`src/rtl/timer_pkg.sv`:
```
// Shared state encodings and parameter defaults for the timer trigger controller.
package timer_pkg;

    localparam logic [1:0] S_IDLE     = 2'd0;
    localparam logic [1:0] S_REQ      = 2'd1;
    localparam logic [1:0] S_WAIT_ACK = 2'd2;
    localparam logic [1:0] S_DONE     = 2'd3;

    localparam int unsigned CNT_W_DEF        = 16;
    localparam logic [31:0] TIMEOUT_CLKS_DEF = 32'd10000;

endpackage

```
`src/rtl/trig_pulse_gen.sv`:
```
// Retriggerable pulse stretcher: each fire yields PULSE_W high clocks, restarting if already high.
module trig_pulse_gen #(
    parameter int unsigned PULSE_W = 4
) (
    input  logic I_Clk,
    input  logic I_rst,
    input  logic I_fire,
    output logic O_trig
);

    localparam int unsigned CW = $clog2(PULSE_W + 1);

    logic [CW-1:0] cnt_q, cnt_d;
    logic          trig_q, trig_d;

    always_comb begin
        cnt_d = cnt_q;
        if (I_fire) begin
            cnt_d = CW'(PULSE_W);
        end else if (cnt_q != '0) begin
            cnt_d = cnt_q - 1'b1;
        end
        trig_d = (cnt_d != '0);
    end

    always_ff @(posedge I_Clk) begin
        if (I_rst) begin
            cnt_q  <= '0;
            trig_q <= 1'b0;
        end else begin
            cnt_q  <= cnt_d;
            trig_q <= trig_d;
        end
    end

    assign O_trig = trig_q;

endmodule

```
`src/rtl/timer_trig_ctrl.sv`:
```
// Drives request pulses into the microsecond timer, turns each ack into an indexed trigger
// pulse, and ends a run with a done pulse or a sticky timeout flag.
module timer_trig_ctrl
    import timer_pkg::*;
#(
    parameter int unsigned CNT_W        = CNT_W_DEF,
    parameter int unsigned PULSE_W      = 4,
    parameter logic [31:0] TIMEOUT_CLKS = TIMEOUT_CLKS_DEF
) (
    input  logic             I_Clk,
    input  logic             I_rst,
    input  logic             I_start,
    input  logic             I_stop,
    input  logic [CNT_W-1:0] I_num_periods,
    output logic             O_tmr_req,
    input  logic             I_tmr_busy,
    input  logic             I_tmr_ack,
    output logic             O_trig,
    output logic [CNT_W-1:0] O_trig_idx,
    output logic             O_running,
    output logic             O_done,
    output logic             O_err_timeout
);

    logic [1:0]       state_q, state_d;
    logic [CNT_W-1:0] num_q, num_d;
    logic [CNT_W-1:0] cnt_q, cnt_d;
    logic [CNT_W-1:0] idx_q, idx_d;
    logic [31:0]      tmo_q, tmo_d;
    logic             err_q, err_d;
    logic             req_q, req_d;
    logic             done_q, done_d;
    logic             running_q, running_d;
    logic             fire;

    always_comb begin
        state_d = state_q;
        num_d   = num_q;
        cnt_d   = cnt_q;
        idx_d   = idx_q;
        tmo_d   = tmo_q;
        err_d   = err_q;
        req_d   = 1'b0;
        fire    = 1'b0;

        if (I_stop) begin
            // Stop beats start and ack alike: no trigger, no count, no done.
            state_d = S_IDLE;
        end else begin
            case (state_q)
                S_IDLE: begin
                    if (I_start) begin
                        num_d   = I_num_periods;
                        cnt_d   = '0;
                        err_d   = 1'b0;
                        state_d = S_REQ;
                    end
                end
                S_REQ: state_d = S_REQ;
                S_WAIT_ACK: begin
                    if (I_tmr_ack) begin
                        fire    = 1'b1;
                        idx_d   = cnt_q;
                        cnt_d   = cnt_q + 1'b1;
                        state_d = (num_q != '0 && cnt_d == num_q) ? S_DONE : S_REQ;
                    end else if (TIMEOUT_CLKS != 32'd0 && tmo_q >= TIMEOUT_CLKS - 32'd1) begin
                        err_d   = 1'b1;
                        state_d = S_DONE;
                    end else if (tmo_q != '1) begin
                        tmo_d = tmo_q + 32'd1;
                    end
                end
                default: state_d = S_IDLE;
            endcase

            // A pending request goes out on the same edge that decided it, if the timer is free.
            if (state_d == S_REQ && !I_tmr_busy) begin
                req_d   = 1'b1;
                tmo_d   = '0;
                state_d = S_WAIT_ACK;
            end
        end

        done_d    = (state_d == S_DONE);
        running_d = (state_d == S_REQ) || (state_d == S_WAIT_ACK);
    end

    always_ff @(posedge I_Clk) begin
        if (I_rst) begin
            state_q   <= S_IDLE;
            num_q     <= '0;
            cnt_q     <= '0;
            idx_q     <= '0;
            tmo_q     <= '0;
            err_q     <= 1'b0;
            req_q     <= 1'b0;
            done_q    <= 1'b0;
            running_q <= 1'b0;
        end else begin
            state_q   <= state_d;
            num_q     <= num_d;
            cnt_q     <= cnt_d;
            idx_q     <= idx_d;
            tmo_q     <= tmo_d;
            err_q     <= err_d;
            req_q     <= req_d;
            done_q    <= done_d;
            running_q <= running_d;
        end
    end

    trig_pulse_gen #(
        .PULSE_W (PULSE_W)
    ) u_pulse (
        .I_Clk  (I_Clk),
        .I_rst  (I_rst),
        .I_fire (fire),
        .O_trig (O_trig)
    );

    assign O_tmr_req     = req_q;
    assign O_trig_idx    = idx_q;
    assign O_running     = running_q;
    assign O_done        = done_q;
    assign O_err_timeout = err_q;

endmodule

```
`config.mk`:
```
export PLATFORM = sky130hd
export DESIGN_NAME = timer_trig_ctrl
export DESIGN_NICKNAME = d
export VERILOG_FILES = /design/src/rtl/timer_pkg.sv /design/src/rtl/trig_pulse_gen.sv /design/src/rtl/timer_trig_ctrl.sv
export SDC_FILE = /design/constraint.sdc
export NUM_CORES = 1
export LEC_CHECK = 0
export ABC_AREA = 1
export CORE_ASPECT_RATIO = 1.75
export CORE_MARGIN = 5
export CORE_UTILIZATION = 57
export DETAILED_ROUTE_END_ITERATION = 10
export GPL_ROUTABILITY_DRIVEN = 0
export PLACE_DENSITY = 0.77
export SYNTH_ARGS = -nofsm -noshare
export SYNTH_HDL_FRONTEND = slang
export SYNTH_SLANG_ARGS = --single-unit
```
`constraint.sdc`:
```
create_clock -name I_Clk -period 3.1 [get_ports I_Clk]
set_input_delay 0.62 -clock I_Clk [delete_from_list [all_inputs] [get_ports I_Clk]]
set_output_delay 0.62 -clock I_Clk [all_outputs]
set_load 0.01 [all_outputs]
```
==> run summary <==
sequential cell area fraction in the yosys report: 41.08%
Setup-failing EPs final: 0
period utilization: 83.51%
post-layout util: 69.36%
vias post-DR: 4211
CP Data Required Time: 3.31 ns
most used cell, CP: nand2_1
critical path type: flip-flop to flip-flop
Relative slew margins: 44.26%
# diodes: 0
DRT Pass-1 Iters: 7
Area Growth Syn to Fin: 19.69%
number of flops mapped to enable cells by yosys: 0
root buffer cell: clkbuf_16
met3 wire len: 546 um
slack of the worst reg-to-reg path: 0.51 ns
IO Port Bufs: 42
Setup TNS: 0 ns
drt wl/cell: 15.33 um
# H-tree levels: 3
Final nets: 679
Pins Over Slew Limit: 0
synthesized netlist cell count: 612
Final Cell Area: 5249 um2
Highest Signal Layer: met4
Residual DRC: 0
Initial Util: 57.95%
die width: 76.31 um
final worst setup slack: 0.5113 ns
Worst path slowest cell: dfxtp_1
chip height: 126.0 um
post-route ant nets: 0
critical path capture point type: flip-flop
CTS tree: yes
ys flop type: dfxtp_1
share of layout cells above drive strength 1: 6.860%
syn_nets: 640
Place WS: 0.5475 ns
synthesized area: 4385 um2
element type at the critical path start: flip-flop
hold-critical path depth: 2
launch point of the worst reg-to-reg path: cnt_q[1]
fin cells: 744
RSZ-0062 raised after global routing: false
CP cell instances: ha_1 -> nand2_2 -> nor2_2 -> nand2_1 -> nor2_1 -> nand2_1 -> nand2_1 -> nand2_1 -> nand2_1 -> nand2_1 -> nor2_1 -> nand3_1 -> nand2_1 -> nand2_2 -> nand2_1 -> inv_1 -> nor3_1 -> ha_1 -> inv_1 -> nor2_1
Overflow after GRT: 0
peak supply drop: 0.3567 mV
syn_area_per_cell: 7.166 um2
CTS Buf Count: 9
Setup Skew: 0.005806 ns
initial antenna violation count: 0
crit path DAT: 2.80 ns
Rows: 42
vias in the first global route: 4238
DR iter-0 viols: 325
reg2reg path depth: 20
DR vias/cell: 5.660
DP Area: 4873 um2
Resized Gates After CTS: 0
Worst-path clk slew: 0.06 ns
FF+latch count, synth: 90
FMAX: 0.3863 GHz
status: completed
die area: 9617 um2
Endpoint, Worst Hold: tmo_q[21]
postcts setup bufs: 0
first-pass GRT wire length: 19160 um
wl on met1: 4198 um
CP max FO: 5
post-DP HPWL: 8057 um
Critical Path Max Stage Delay: 0.41 ns
Final Critical Period: 2.589 ns
maxcap violations: 0
Power Density: 542.2 nW/um2
Hold Vio Cnt, Final: 0
pin count of the biggest net entering global routing: 57
clk sinks: 90
hold_sp: tmo_q[21]
Post-CTS Hold Fix Bufs: 0
wirelength, routed: 11410 um
Leakage: 2.087 nW
Skew-Pair Late Insertion Delay: 0.34 ns
core box area: 7567 um2
Yosys Warn Count: 0
top-level I/O count: 43
GRT Overall Usage: 24.42%
Unique masters post-synth: 32
met2 WL: 6112 um
R2R Path End: O_running
post-synthesis async set-or-reset flop share: 0%
slew of the pin with the lowest slew margin: 0.8352 ns
dpl cells: 728
worst hold path type: flip-flop to flip-flop
clock buffer depth: 2
==> synthesized netlist by cell type, types with 3 or more instances <==
cell type,instances,area (um2)
nand2_1,119,446.7
dfxtp_1,90,1802
inv_1,71,266.5
nor2_1,58,217.7
a21oi_1,55,275.3
nand3_1,51,255.2
o21ai_0,38,190.2
nand4_1,22,137.6
clkbuf_1,19,71.32
nor3_1,17,85.08
xor2_1,12,105.1
nor3b_1,9,67.56
nor3_2,8,80.08
ha_1,6,75.07
nand3b_1,5,37.54
xnor2_1,4,35.03
clkinv_1,3,11.26
nand2_2,3,18.77
nor2_4,3,33.78
==> routing by layer <==
layer | vias to the layer above | GRT usage (%)
li1 | 2093 | -
met1 | 1921 | 24.58
met3 | 46 | 4.571
met5 | - | 0
met2 | 151 | 45.51
met4 | 0 | 14.42
==> flip-flops by register name (all words and copies together), names as in the netlist <==
register	flops
O_done	1
O_err_timeout	1
O_running	1
O_tmr_req	1
O_trig_idx	16
cnt_q	16
num_q	16
state_q	2
tmo_q	32
u_pulse.O_trig	1
u_pulse.cnt_q	3
==> where the power goes <==
| part | total, mW | internal, mW | switching [mW] |
|---|---|---|---|
| clock network | 1.36 | 0.894 | 0.462 |
| registers | 1.22 | 1.19 | 0.0230 |
| logic | 0.274 | 0.113 | 0.161 |
==> stage by stage <==
stage          total power [mW]  hold WS [ns]
6_report                  2.846        0.4516
5_1_grt                   2.949        0.4702
4_1_cts                   2.859        0.4556
3_5_place_dp              1.512        0.4422
3_3_place_gp              1.506        0.4405
2_1_floorplan             1.410        0.4332
==> cell type report <==
| type | instances | area [um2] |
|---|---|---|
| timing repair buffer | 50 | 475.5 |
| clock buffer | 10 | 239.0 |
| inverter | 74 | 277.8 |
| sequential | 90 | 1802 |
| fill | 661 | 2318 |
| clock inverter | 6 | 136.4 |
| tap | 88 | 110.1 |
| multi-input combinational | 426 | 2208 |
==> worst max-delay path: cells and delay by family (launching register included) <==
| kind | cells | cell delay [ns] |
|---|---|---|
| simple gates | 16 | 1.46 |
| fa+ha+maj | 2 | 0.49 |
| flops | 1 | 0.41 |
| buf+inv | 2 | 0.11 |
==> how the worst max path moves through the flow <==
stage / startpoint / end / slack, ns
detailed placement: cnt_q[1] / O_running / 0.55
global placement: I_tmr_ack / tmo_q[23] / 0.60
global route: tmo_q[0] / tmo_q[18] / 0.21
CTS: tmo_q[0] / tmo_q[15] / 0.52
floorplan: cnt_q[0] / O_running / 0.85
finish: cnt_q[1] / O_running / 0.51
==> cells in the final DEF (no fill, tap or decap), drive strengths merged <==
cell           Yosys  layout
o21bai             1       1
buf                3       9
bufinv             0       4
nor3              25      25
a21oi             55      55
clkinvlp           0       1
nand3             52      52
nand4             22      22
xnor3              1       1
ha                 6       6
o21ai             39      39
and3               1       1
nand3b             5       5
a31oi              2       2
xnor2              4       4
nand2            123     123
clkinv             3       3
xor2              12      12
nor4               2       2
inv               71      72
o211ai             2       2
dfxtp             90      90
clkbuf            19      10
clkdlybuf4s50      0      41
nor3b             11      11
nor2              63      63
==> logic make-up after synthesis <==
| family | share of synthesized area, % |
|---|---|
| compound gates | 11.53 |
| simple gates | 33.41 |
| fa+ha+maj | 1.712 |
| buf+inv | 8.559 |
| xor+xnor | 3.709 |
| flops | 41.08 |
Note: power is estimated with default switching activity, not from simulation.
